$ cat src/rtl/reg_cmd_parser_pkg.sv
`default_nettype none
// +----------------------------------------------------------------------+
// | reg_cmd_pkg                                                          |
// | Shared types, constants and helpers for the register command parser. |
// | Rev 1.0                                                              |
// +----------------------------------------------------------------------+
package reg_cmd_pkg;

  typedef enum logic [2:0] {
    IDLE     = 3'd0,
    W_DATA   = 3'd1,
    W_COMMIT = 3'd2,
    R_ISSUE  = 3'd3,
    R_WAIT   = 3'd4,
    R_SEND   = 3'd5
  } state_t;

  localparam int         OP_BIT   = 7;
  localparam logic       OP_WRITE = 1'b1;
  localparam logic [7:0] ERR_BYTE = 8'hFF;

  function automatic int nbytes(input int width);
    return width / 8;
  endfunction

  // Header address is 7 bits; anything at or above the register count is rejected.
  function automatic logic addr_in_range(input logic [6:0] addr, input int depth);
    return ({25'd0, addr} < 32'(depth));
  endfunction

endpackage
`default_nettype wire

$ cat src/rtl/reg_cmd_parser_if.sv
`default_nettype none
// +----------------------------------------------------------------------+
// | reg_cmd_parser_if                                                    |
// | Byte streams plus register-file read/write ports of the parser.      |
// | Rev 1.0                                                              |
// +----------------------------------------------------------------------+
interface reg_cmd_parser_if #(
  parameter int WIDTH = 16,
  parameter int AW    = 5
);
  logic [7:0]       i_rx_data;
  logic             i_rx_valid;
  logic             o_rx_ready;
  logic             o_w_en;
  logic [AW-1:0]    o_w_addr;
  logic [WIDTH-1:0] o_w_value;
  logic             o_r_en;
  logic [AW-1:0]    o_r_addr;
  logic [WIDTH-1:0] i_r_value;
  logic             i_r_valid;
  logic [7:0]       o_tx_data;
  logic             o_tx_valid;
  logic             i_tx_ready;
  logic             o_err;

  modport slave (
    input  i_rx_data, i_rx_valid, i_r_value, i_r_valid, i_tx_ready,
    output o_rx_ready, o_w_en, o_w_addr, o_w_value, o_r_en, o_r_addr,
           o_tx_data, o_tx_valid, o_err
  );

  modport master (
    output i_rx_data, i_rx_valid, i_r_value, i_r_valid, i_tx_ready,
    input  o_rx_ready, o_w_en, o_w_addr, o_w_value, o_r_en, o_r_addr,
           o_tx_data, o_tx_valid, o_err
  );
endinterface
`default_nettype wire

$ cat src/rtl/reg_cmd_parser_serializer.sv
`default_nettype none
// +----------------------------------------------------------------------+
// | reg_cmd_serializer                                                   |
// | Loads a word and emits it MSB-first as bytes under valid/ready.      |
// | Rev 1.0                                                              |
// +----------------------------------------------------------------------+
import reg_cmd_pkg::*;

module reg_cmd_serializer #(
  parameter int WIDTH = 16
) (
  input  logic             clk,
  input  logic             reset,
  input  logic             i_load,
  input  logic [WIDTH-1:0] i_word,
  output logic             o_tx_valid,
  output logic [7:0]       o_tx_data,
  input  logic             i_tx_ready,
  output logic             o_done
);
  localparam int NB = nbytes(WIDTH);

  logic [WIDTH-1:0] r_shift;
  logic [3:0]       r_cnt;
  logic             r_valid;
  logic             w_fire;
  logic             w_last;

  assign w_fire     = r_valid && i_tx_ready;
  assign w_last     = (r_cnt == 4'(NB - 1));
  assign o_done     = w_fire && w_last;
  assign o_tx_valid = r_valid;
  assign o_tx_data  = r_shift[WIDTH-1 -: 8];

  always_ff @(posedge clk or negedge reset) begin
    if (!reset) begin
      r_shift <= '0;
      r_cnt   <= '0;
      r_valid <= 1'b0;
    end else if (i_load) begin
      r_shift <= i_word;
      r_cnt   <= '0;
      r_valid <= 1'b1;
    end else if (w_fire) begin
      if (w_last) begin
        r_valid <= 1'b0;
      end else begin
        r_shift <= r_shift << 8;
        r_cnt   <= r_cnt + 4'd1;
      end
    end
  end

endmodule
`default_nettype wire

$ cat src/rtl/reg_cmd_parser.sv
`default_nettype none
// +----------------------------------------------------------------------+
// | reg_cmd_parser                                                       |
// | Byte-stream command decoder driving a register file's r/w ports.     |
// | Rev 1.0                                                              |
// +----------------------------------------------------------------------+
import reg_cmd_pkg::*;

module reg_cmd_parser #(
  parameter int WIDTH   = 16,
  parameter int DEPTH   = 32,
  parameter int TIMEOUT = 4
) (
  input logic            clk,
  input logic            reset,
  reg_cmd_parser_if.slave bus
);
  localparam int NB = nbytes(WIDTH);
  localparam int AW = $clog2(DEPTH);
  localparam int TW = $clog2(TIMEOUT + 1);

  state_t           r_state;
  logic [AW-1:0]    r_addr;
  logic             r_oor;
  logic [3:0]       r_cnt;
  logic [TW-1:0]    r_to_cnt;
  logic [WIDTH-1:0] r_wdata;
  logic             r_w_en;
  logic [AW-1:0]    r_w_addr;
  logic [WIDTH-1:0] r_w_value;
  logic             r_r_en;
  logic [AW-1:0]    r_r_addr;
  logic             r_err;

  logic             w_rx_ready;
  logic             w_rx_fire;
  logic             w_hdr_oor;
  logic [WIDTH-1:0] w_wdata_next;
  logic             w_load;
  logic [WIDTH-1:0] w_load_word;
  logic             w_ser_done;
  logic             w_timeout;

  assign w_rx_ready   = (r_state == IDLE) || (r_state == W_DATA);
  assign w_rx_fire    = w_rx_ready && bus.i_rx_valid;
  assign w_hdr_oor    = !addr_in_range(bus.i_rx_data[6:0], DEPTH);
  assign w_wdata_next = (r_wdata << 8) | WIDTH'(bus.i_rx_data);
  assign w_timeout    = (r_to_cnt == TW'(TIMEOUT - 1));

  // Serializer load happens on the same edge the FSM enters R_SEND.
  always_comb begin
    w_load      = 1'b0;
    w_load_word = '0;
    case (r_state)
      R_ISSUE: begin
        if (r_oor) begin
          w_load      = 1'b1;
          w_load_word = {NB{ERR_BYTE}};
        end
      end
      R_WAIT: begin
        if (bus.i_r_valid) begin
          w_load      = 1'b1;
          w_load_word = bus.i_r_value;
        end else if (w_timeout) begin
          w_load      = 1'b1;
          w_load_word = {NB{ERR_BYTE}};
        end
      end
      default: ;
    endcase
  end

  always_ff @(posedge clk or negedge reset) begin
    if (!reset) begin
      r_state   <= IDLE;
      r_addr    <= '0;
      r_oor     <= 1'b0;
      r_cnt     <= '0;
      r_to_cnt  <= '0;
      r_wdata   <= '0;
      r_w_en    <= 1'b0;
      r_w_addr  <= '0;
      r_w_value <= '0;
      r_r_en    <= 1'b0;
      r_r_addr  <= '0;
      r_err     <= 1'b0;
    end else begin
      r_w_en <= 1'b0;
      r_r_en <= 1'b0;
      r_err  <= 1'b0;
      case (r_state)
        IDLE: begin
          if (w_rx_fire) begin
            r_addr <= bus.i_rx_data[AW-1:0];
            r_oor  <= w_hdr_oor;
            if (bus.i_rx_data[OP_BIT] == OP_WRITE) begin
              r_state <= W_DATA;
              r_cnt   <= '0;
            end else begin
              // Read strobe is issued from here so it is visible during R_ISSUE.
              r_state <= R_ISSUE;
              if (!w_hdr_oor) begin
                r_r_en   <= 1'b1;
                r_r_addr <= bus.i_rx_data[AW-1:0];
              end
            end
          end
        end
        W_DATA: begin
          if (w_rx_fire) begin
            r_wdata <= w_wdata_next;
            if (r_cnt == 4'(NB - 1)) begin
              r_state <= W_COMMIT;
              if (r_oor) begin
                r_err <= 1'b1;
              end else begin
                r_w_en    <= 1'b1;
                r_w_addr  <= r_addr;
                r_w_value <= w_wdata_next;
              end
            end else begin
              r_cnt <= r_cnt + 4'd1;
            end
          end
        end
        W_COMMIT: r_state <= IDLE;
        R_ISSUE: begin
          if (r_oor) begin
            r_err   <= 1'b1;
            r_state <= R_SEND;
          end else begin
            r_to_cnt <= '0;
            r_state  <= R_WAIT;
          end
        end
        R_WAIT: begin
          if (bus.i_r_valid) begin
            r_state <= R_SEND;
          end else if (w_timeout) begin
            r_err   <= 1'b1;
            r_state <= R_SEND;
          end else begin
            r_to_cnt <= r_to_cnt + TW'(1);
          end
        end
        R_SEND: begin
          if (w_ser_done) begin
            r_state <= IDLE;
          end
        end
        default: r_state <= IDLE;
      endcase
    end
  end

  reg_cmd_serializer #(
    .WIDTH(WIDTH)
  ) u_ser (
    .clk        (clk),
    .reset      (reset),
    .i_load     (w_load),
    .i_word     (w_load_word),
    .o_tx_valid (bus.o_tx_valid),
    .o_tx_data  (bus.o_tx_data),
    .i_tx_ready (bus.i_tx_ready),
    .o_done     (w_ser_done)
  );

  assign bus.o_rx_ready = w_rx_ready;
  assign bus.o_w_en     = r_w_en;
  assign bus.o_w_addr   = r_w_addr;
  assign bus.o_w_value  = r_w_value;
  assign bus.o_r_en     = r_r_en;
  assign bus.o_r_addr   = r_r_addr;
  assign bus.o_err      = r_err;

endmodule
`default_nettype wire
$ cat src/flat_wrapper.sv
// flat-port wrapper written by rule: the top's interface ports become plain ports
module reg_cmd_parser_flat 
#(
  parameter int WIDTH   = 16,
  parameter int DEPTH   = 32,
  parameter int TIMEOUT = 4
)
  (clk, reset, bus_i_rx_data, bus_i_rx_valid, bus_i_r_value, bus_i_r_valid, bus_i_tx_ready, bus_o_rx_ready, bus_o_w_en, bus_o_w_addr, bus_o_w_value, bus_o_r_en, bus_o_r_addr, bus_o_tx_data, bus_o_tx_valid, bus_o_err);
  reg_cmd_parser_if #(.WIDTH(WIDTH)) bus_i ();
  input logic clk;
  input logic reset;
  input wire logic [$bits(bus_i.i_rx_data)-1:0] bus_i_rx_data;
  input wire logic [$bits(bus_i.i_rx_valid)-1:0] bus_i_rx_valid;
  input wire logic [$bits(bus_i.i_r_value)-1:0] bus_i_r_value;
  input wire logic [$bits(bus_i.i_r_valid)-1:0] bus_i_r_valid;
  input wire logic [$bits(bus_i.i_tx_ready)-1:0] bus_i_tx_ready;
  output wire logic [$bits(bus_i.o_rx_ready)-1:0] bus_o_rx_ready;
  output wire logic [$bits(bus_i.o_w_en)-1:0] bus_o_w_en;
  output wire logic [$bits(bus_i.o_w_addr)-1:0] bus_o_w_addr;
  output wire logic [$bits(bus_i.o_w_value)-1:0] bus_o_w_value;
  output wire logic [$bits(bus_i.o_r_en)-1:0] bus_o_r_en;
  output wire logic [$bits(bus_i.o_r_addr)-1:0] bus_o_r_addr;
  output wire logic [$bits(bus_i.o_tx_data)-1:0] bus_o_tx_data;
  output wire logic [$bits(bus_i.o_tx_valid)-1:0] bus_o_tx_valid;
  output wire logic [$bits(bus_i.o_err)-1:0] bus_o_err;
  assign bus_i.i_rx_data = bus_i_rx_data;
  assign bus_i.i_rx_valid = bus_i_rx_valid;
  assign bus_i.i_r_value = bus_i_r_value;
  assign bus_i.i_r_valid = bus_i_r_valid;
  assign bus_i.i_tx_ready = bus_i_tx_ready;
  assign bus_o_rx_ready = bus_i.o_rx_ready;
  assign bus_o_w_en = bus_i.o_w_en;
  assign bus_o_w_addr = bus_i.o_w_addr;
  assign bus_o_w_value = bus_i.o_w_value;
  assign bus_o_r_en = bus_i.o_r_en;
  assign bus_o_r_addr = bus_i.o_r_addr;
  assign bus_o_tx_data = bus_i.o_tx_data;
  assign bus_o_tx_valid = bus_i.o_tx_valid;
  assign bus_o_err = bus_i.o_err;
  reg_cmd_parser #(.WIDTH(WIDTH), .DEPTH(DEPTH), .TIMEOUT(TIMEOUT)) u_core (.clk(clk), .reset(reset), .bus(bus_i));
endmodule
$ cat config.mk
export PLATFORM = sky130hd
export DESIGN_NAME = reg_cmd_parser_flat
export DESIGN_NICKNAME = d
export VERILOG_FILES = /design/src/rtl/reg_cmd_parser_pkg.sv /design/src/rtl/reg_cmd_parser_if.sv /design/src/rtl/reg_cmd_parser_serializer.sv /design/src/rtl/reg_cmd_parser.sv /design/src/flat_wrapper.sv
export SDC_FILE = /design/constraint.sdc
export NUM_CORES = 1
export LEC_CHECK = 0
export ABC_AREA = 1
export CORE_UTILIZATION = 55
export CTS_CLUSTER_DIAMETER = 200
export DETAILED_ROUTE_END_ITERATION = 6
export PLACE_DENSITY = 0.94
export SYNTH_ARGS = -nofsm -noshare
export SYNTH_HDL_FRONTEND = slang
export SYNTH_SLANG_ARGS = --single-unit
$ cat constraint.sdc
create_clock -name clk -period 4.32 [get_ports clk]
set_input_delay 0.864 -clock clk [delete_from_list [all_inputs] [get_ports clk]]
set_output_delay 0.864 -clock clk [all_outputs]
set_load 0.02 [all_outputs]
# == Yosys cells after proc, flatten, opt, wreduce, memory -nomap -nowiden ==
# Cells that the tools add are included.
# word_totals
reg_bits,74
word_cells,106
# classes
n_addsub,3
n_lt_le_gt_ge,1
n_eq_ne,18
n_mux,47
bitwise_logic,3
n_reduce_logical,19
# op_table
operator,count
16-bit two-way mux,6
16-bit one-hot mux with 2 select lines,1
4-bit two-way mux,7
3-bit two-way mux,9
1-bit two-way mux,18
"2-bit != test, second input constant",8
16-bit by 8-bit OR with 16-bit output,1
3-bit one-hot mux with 5 select lines,1
4-bit AND reduction,3
5-bit AND reduction,2
"4-bit by 1-bit adder with 4-bit output, second input constant",2
"4-bit by 1-bit equality test with 1-bit output, second input constant",2
4-bit one-hot mux with 2 select lines,1
2-bit AND reduction,4
2-bit nonzero test,4
"7-bit by 6-bit < comparator with 1-bit output, second input constant",1
"3-bit by 2-bit equality test with 1-bit output, second input constant",2
"3-bit equality test, second input constant",2
3-bit one-hot mux with 2 select lines,1
"2-bit by 1-bit != test with 1-bit output, second input constant",2
"3-bit by 1-bit adder with 3-bit output, second input constant",1
"3-bit by 1-bit equality test with 1-bit output, second input constant",1
1-bit logical AND,3
3-bit logical NOT,1
other kinds (7),8

# == Logic depth before layout (Yosys ltp) ==
# Gate-level depths: netlist of the first run.
# logic_depth
ltp_word,6
ltp_mapped,10
ltp_nobuf,9

# == Modules after synthesis ==
# From an unflattened synthesis of the first run, not the netlist that was laid out.
# hier_totals
hier_cells,463
area_unflattened_um2,3632.2
# modules_own_cells
module,instances,cells_per_inst,area_each_um2
reg_cmd_parser,1,305,2468.6
reg_cmd_serializer,1,158,1163.6

# == Worst setup path after synthesis of the first run ==
# Ideal clock, no wire load.
# synth_path
path_type,input port to flip-flop
from,input port bus_i_r_valid
to,register u_core.r_to_cnt[1]
setup_ns,0.123
t_arrival_ns,1.687
required_ns,4.197
slack_ns,2.510
stages,7
cell_sequence,nor2_2 > inv_1 > nand2_4 > nand2_2 > buf_6 > o21ai_0 > nand2_1
# synth_via
elab_chain_cells,2
# synth_lines
element,line,rtl
from (decl),flat_wrapper.sv:15,input wire logic [$bits(bus_i.i_r_valid)-1:0] bus_i_r_valid;
2-bit != test (no source line),--,
4-bit AND reduction (no source line),--,
to (signal assigned),reg_cmd_parser.sv:144,r_to_cnt <= r_to_cnt + TW'(1);
to (decl),reg_cmd_parser.sv:26,logic [TW-1:0] r_to_cnt;
# Every way passes these cells.
# A chain may end at the register's enable or synchronous reset.

# == Final worst setup path of the first run ==
# layout_path
from,register u_core.r_state[2]
to,output port bus_o_rx_ready
# layout_via
elab_chain_cells,2
# layout_lines
element,line,rtl
from (decl),reg_cmd_parser.sv:22,state_t r_state;
from (signal assigned),reg_cmd_parser.sv:76,r_state <= IDLE;
from (signal assigned),reg_cmd_parser.sv:98,r_state <= W_DATA;
from (signal assigned),reg_cmd_parser.sv:102,r_state <= R_ISSUE;
3-bit by 1-bit equality test with 1-bit output or 3-bit logical NOT (tied branches),reg_cmd_parser.sv:44,assign w_rx_ready = (r_state == IDLE) || (r_state == W_DATA);
1-bit logical OR (*),reg_cmd_parser.sv:44,
to (decl),flat_wrapper.sv:17,output wire logic [$bits(bus_i.o_rx_ready)-1:0] bus_o_rx_ready;
# Every way passes the cells marked *; elsewhere a longest branch is shown, timed or not.

==> results of run 1 <==
==> stage by stage <==
| step | setup slack [ns] | std cells | cell area (sq um) | utilization | hold WS, ns |
|---|---|---|---|---|---|
| finish | 1.63 | 545 | 4290 | 0.716 | 0.482 |
| global route | 1.55 | 545 | 4290 | 0.716 | 0.494 |
| CTS | 1.63 | 545 | 4290 | 0.716 | 0.486 |
| detailed placement | 1.69 | 529 | 4060 | 0.678 | 0.461 |
| global placement | 1.80 | 529 | 4060 | 0.678 | 0.449 |
| floorplan | 2.51 | 406 | 3460 | - | 0.442 |
==> cell families (layout without fill, tap and decap cells) <==
kind of cell,count (synthesis),in the layout
buf+inv,54,118
fa+ha+maj,6,6
xor+xnor,3,3
simple gates,214,214
flops,74,74
compound gates,55,55
==> final timing paths <==
path	start	end	slack [ns]
min in group asynchronous	reset	u_core.u_ser.o_tx_valid$_DFFE_PN0P_	0.70
hold reg to reg	u_core.u_ser.r_shift[10]$_DFFE_PN0P_	u_core.u_ser.r_shift[10]$_DFFE_PN0P_	0.48
setup reg to reg	u_core.r_state[0]$_DFFE_PN0P_	u_core.bus.o_w_value[8]$_DFFE_PN0P_	2.29
setup / recovery	u_core.r_state[2]$_DFFE_PN0P_	bus_o_rx_ready	1.63
hold / removal	u_core.u_ser.r_shift[10]$_DFFE_PN0P_	u_core.u_ser.r_shift[10]$_DFFE_PN0P_	0.48
max in group asynchronous	reset	u_core.bus.o_w_en$_DFF_PN0_	3.00
==> per-layer routing <==
| metal | share of wire | vias to the layer above |
|---|---|---|
| met5 | 0 | - |
| met4 | 0.021 | 0 |
| met3 | 0.070 | 21 |
| met2 | 0.50 | 149 |
| met1 | 0.41 | 1379 |
| li1 | - | 1400 |
==> Yosys cell counts <==
cell	instances
nor2_4	3
a21oi_1	15
inv_1	28
nand4_1	2
o21ai_1	6
nor2_2	3
o21ai_0	33
inv_4	2
nor2_1	34
nand2_1	135
nand2_4	2
inv_2	3
clkinv_1	1
xor2_1	2
nand3_1	25
nand3_4	1
a31oi_1	1
nand3_2	2
ha_1	6
xnor2_1	1
buf_4	11
nand4_2	1
nand2_2	4
clkbuf_1	1
buf_2	2
buf_6	6
dfrtp_1	74
nor3_1	2
==> layout make-up <==
cell class,instances,area [sq um],area share
flip-flops and latches,74,1850,0.432
multi-input cells,278,1310,0.306
repair buffers,68,673,0.157
inverters,34,133,0.0309
clock buffers,9,124,0.0289
clock inverters,7,103,0.0239
well taps,75,93.8,0.0219
==> flip-flops by register name (all words and copies together), names as in the netlist, 4 cells and up <==
name,flops
u_core.bus.o_w_value,16
u_core.r_addr,5
u_core.u_ser.r_shift,16
u_core.bus.o_r_addr,5
u_core.r_cnt,4
u_core.r_wdata,8
u_core.u_ser.r_cnt,4
u_core.bus.o_w_addr,5
==> power by group <==
part           leakage [nW]  switching, mW  total [mW]  internal [mW]
clock network         0.110          0.270       0.600          0.330
logic                  1.09          0.694        1.15          0.458
registers             0.962          0.180        1.12          0.941
total                  2.16           1.14        2.87           1.73
==> worst max-delay path, cell delays in order (launching register included) <==
cell and delay [ns]:
dfrtp_1 0.50, inv_4 0.15, nand2_1 0.11, inv_1 0.11, clkdlybuf4s50_1 0.61
==> key figures, run 1 <==
Run status
  • Status: completed

STA
  • Max Slew Vio Count: 0
  • Setup violators final: 0
  • Hold Fails Final Rpt: 0
  • Setup TNS: 0 ns
  • Final period util: 0.623
  • Pin slew with the least headroom to its limit: 0.921 ns
  • Slew Limit Headroom: 0.386
  • Clock Skew: roughly 0.010 ns
  • Achievable Freq: between 300 and 400 MHz
  • Fin crit period: between 2 and 3 ns
  • RSZ-0062 raised after global routing: false

Critical path
  • Worst setup SP type: flop
  • Critical Path RT: approximately 3.5 ns
  • Critical path class: reg -> out
  • CP Max Fanout: 6
  • WP data arrival: roughly 1.8 ns
  • Depth of the worst register-to-register path: 8
  • Crit. End Element: output pin

Floorplanning
  • Core Area: between 5000 and 6000 sq um
  • Chip height: ~80 um
  • DIE AREA: 6610 sq um
  • Die width: ~81 um
  • Initial Util: 0.577
  • Row cnt: 28
  • I/O pin count: 68

Synth
  • Post-synthesis compound-gate area fraction: 0.0800
  • Avg Synthesized Cell Area: 8.52 sq um
  • Netlist cell types: 28
  • Sequential share of the synthesized area: 0.535
  • Post-synth top area share: 0.535
  • Xor and xnor area share after synthesis: 0.00760
  • Post-Synth Simple-Gate Area: 0.270
  • Multiplexer share of the synthesized area: 0
  • #FFs+latches synth: 74
  • Mapped Area: about 3500 sq um
  • Top cells by area, synth: dfrtp_1 (54%), nand2_1 (15%), o21ai_0 (4.8%), nor2_1 (3.7%), nand3_1 (3.6%)
  • Largest family of logic cells by synthesized area: simple AND/OR/NAND/NOR gates
  • Synthesized Nets: between 400 and 500
  • Syn Inst Count: between 400 and 500
  • Area leader, netlist: dfrtp_1
  • YS warnings: 0
  • Adder-cell share of the synthesized area: 0.0217

GRT
  • Gr ovfl total: 0
  • Met1 usage: 0.336
  • Met2 Use GR: 0.427
  • Vias in the first global route: around 2800
  • Routing usage on met3: 0.0742
  • Initial antenna violation count: 0
  • Total track usage: 0.266
  • Largest net degree at the start of global routing: 75
  • Busiest grt layer: met2
  • First-pass GRT wire length: approximately 13000 um

Power
  • Peak VDD IR: 0.000413 V
  • Total power: 2.87 mW
  • P_leak: about 2.2 nW
  • P per Cell Area: 670 nW/um^2

Clocking
  • Clock root cell: clkbuf_8
  • CTS tree: yes
  • Clk slew on worst S/H paths: ~0.08 ns
  • Clk sink count: 74
  • Post-cts repair resize count: 0
  • Clk buf depth: 2
  • Htree depth: 3
  • Clk_lat worst skew: between 0.3 and 0.4 ns
  • Post-CTS Setup Inserts: 0
  • Cts hold-fix bufs: 0
  • Total clock buffers created by CTS: 9

Place
  • IO Port Bufs: 67
  • Hpwl dp: approximately 5500 um
  • Placer Congestion: around 0.94

Route
  • # DRC: 0
  • Routed WL: approximately 8100 um
  • Via count: ~2900
  • First-pass DRT Iterations: 5
  • Remaining antenna violation count after routing: 0
  • DR iter-0 viols: between 200 and 250
  • Vias per cell: between 5 and 6
  • Wire per inst: approximately 15 um

Cells and area
  • # diodes: 0
  • Filler cells: 397
  • Fin nets: 500
  • Share of layout cells above drive strength 1: 0.0830
  • P&R area growth vs syn: 24.0%
  • Most frequent cells in the layout: nand2_1 (135), dfrtp_1 (74), clkdlybuf4s50_1 (66)
  • Most common cell after layout, fill and taps aside: nand2_1

Job
  • Max cap viols: 0

Min path
  • Hold Crit Depth: 2
  • Worst Hold Class: reg -> reg
(Power assumes the default switching activity.)
==> inputs of run 2 (changes only) <==
--- a/config.mk
+++ b/config.mk
@@ -6,10 +6,10 @@
 export NUM_CORES = 1
 export LEC_CHECK = 0
 export ABC_AREA = 1
-export CORE_UTILIZATION = 55
+export CORE_UTILIZATION = 52
 export CTS_CLUSTER_DIAMETER = 200
 export DETAILED_ROUTE_END_ITERATION = 6
-export PLACE_DENSITY = 0.94
+export PLACE_DENSITY = 0.9
 export SYNTH_ARGS = -nofsm -noshare
 export SYNTH_HDL_FRONTEND = slang
 export SYNTH_SLANG_ARGS = --single-unit
==> constraint.sdc (replaced) <==
create_clock -name clk -period 2.5 [get_ports clk]
set_input_delay 0.5 -clock clk [delete_from_list [all_inputs] [get_ports clk]]
set_output_delay 0.5 -clock clk [all_outputs]
set_load 0.02 [all_outputs]
==> run 2 against run 1 <==
Clock skew is 0.0011 ns higher; wire length is 4.4% lower; global-route usage is 2.7 points lower; critical path type unchanged.
==> key figures, run 2 (synthesized netlist as in run 1, its figures left out) <==
Job
  • Max cap viols: 0

Critical path
  • Crit. End Element: output pin
  • Reg2reg end: u_core.u_ser.r_cnt[3]$_DFFE_PN0P_
  • Worst setup SP type: flop
  • CP endpoint: bus_o_rx_ready
  • Flop-to-flop setup slack: 0.51 ns
  • CP Max Fanout: 6
  • Critical path class: reg -> out
  • Depth of the worst register-to-register path: 9
  • WP data arrival: ~1.8 ns
  • Critical Path RT: roughly 2.0 ns
  • Setup crit start: u_core.r_state[2]$_DFFE_PN0P_
  • R2r startpoint: u_core.r_to_cnt[0]$_DFFE_PN0P_

Cells and area
  • Most common cell after layout, fill and taps aside: nand2_1
  • Fin nets: 500
  • Share of layout cells above drive strength 1: 0.0830
  • Layout Cells excl Fill: approximately 550
  • # diodes: 0
  • Most frequent cells in the layout: nand2_1 (135), dfrtp_1 (74), clkdlybuf4s50_1 (66)
  • Util after Layout: 0.666
  • P&R area growth vs syn: 23.0%
  • Post-route cell area: roughly 4300 sq um

STA
  • Setup violators final: 0
  • Fin crit period: roughly 2.3 ns
  • Achievable Freq: about 440 MHz
  • Max Slew Vio Count: 0
  • Setup TNS: 0 ns
  • Hold Fails Final Rpt: 0
  • RSZ-0062 raised after global routing: false
  • Slew Limit Headroom: 0.504
  • Final Hold Slack: 0.212 ns
  • Pin slew with the least headroom to its limit: 0.744 ns
  • Final worst slack: about 0.23 ns
  • Clock Skew: ~0.012 ns
  • Final period util: 0.909

GRT
  • Total track usage: 0.239
  • Initial antenna violation count: 0
  • Vias in the first global route: between 2000 and 3000
  • Largest net degree at the start of global routing: 45
  • Gr ovfl total: 0
  • First-pass GRT wire length: roughly 13000 um

Floorplanning
  • Initial Util: 0.542
  • Row cnt: 29
  • Chip height: between 80 and 90 um
  • Die width: approximately 84 um
  • I/O pin count: 68
  • Core Area: 6390 sq um
  • DIE AREA: around 7000 sq um

Route
  • Routed length on met1: about 3400 um
  • Wire per inst: roughly 14 um
  • Vias per cell: 5.30
  • DR iter-0 viols: about 240
  • Remaining antenna violation count after routing: 0
  • Routed WL: 7730 um
  • First-pass DRT Iterations: 4
  • Routed wl met2: 3790 um
  • # DRC: 0
  • Via count: 2901
  • Top layer in use: met4
  • Routed wl met3: approximately 350 um

Clocking
  • Clock root cell: clkbuf_8
  • Clk_lat worst skew: 0.35 ns
  • Clk buf depth: 2
  • Post-cts repair resize count: 0
  • CTS tree: yes
  • Cts hold-fix bufs: 0
  • Clk sink count: 74
  • Clk slew on worst S/H paths: about 0.09 ns
  • Total clock buffers created by CTS: 9
  • Htree depth: 3
  • Post-CTS Setup Inserts: 0

Place
  • Area after DPL: around 4000 sq um
  • Placer Congestion: 0.829
  • Setup WS pre-CTS: about 0.23 ns
  • Hpwl dp: approximately 5500 um
  • Dpl cells: between 500 and 600
  • IO Port Bufs: 67

Power
  • P per Cell Area: between 1000 and 1500 nW/um^2
  • Peak VDD IR: around 0.00051 V
  • Total power: 4.71 mW
  • P_leak: 2.15 nW

Run status
  • Status: completed

Min path
  • Worst Hold Class: in -> async
[run 2: changes by cell type in the layout (fill, tap and decap cells not counted), sizes merged]
cell / before / now
bufinv: 2 / 0
clkbuf: 9 / 10
inv: 34 / 35
[run 2: power by group]
part,leakage (nW),switching [mW],internal (mW)
sequential,0.962,0.299,1.63
combinational,1.10,1.15,0.791
clock,0.0928,0.452,0.389
total,2.15,1.90,2.81
[run 2: per-layer routing]
metal	vias to the layer above	global-route usage
li1	1395	-
met1	1390	0.321
met2	99	0.382
met3	17	0.0326
met4	0	0.125
met5	-	0
[run 2: area by class of cell]
class / instances / area (sq um)
clock buffer: 10 / 138
clock inverter: 6 / 40.0
fill: 496 / 2130
inverter: 34 / 133
multi-input combinational: 278 / 1310
sequential: 74 / 1850
tap: 77 / 96.3
timing repair buffer: 68 / 686
[run 2: worst min path at each step]
| stage | endpoint | slack [ns] |
|---|---|---|
| after floorplan | u_core.bus.o_err$_DFF_PN0_ | 0.20 |
| after global placement | u_core.bus.o_w_value[13]$_DFFE_PN0P_ | 0.46 |
| after detailed placement | u_core.bus.o_w_addr[1]$_DFFE_PN0P_ | 0.46 |
| after CTS | u_core.u_ser.r_cnt[3]$_DFFE_PN0P_ | 0.23 |
| after global routing | u_core.u_ser.r_cnt[3]$_DFFE_PN0P_ | 0.26 |
| final | u_core.u_ser.r_cnt[3]$_DFFE_PN0P_ | 0.21 |
[run 2: worst max-delay path: stages (launching register included)]
cell and delay, ns:
dfrtp_1 0.49, inv_4 0.14, nand2_1 0.10, inv_1 0.09, clkdlybuf4s50_1 0.61
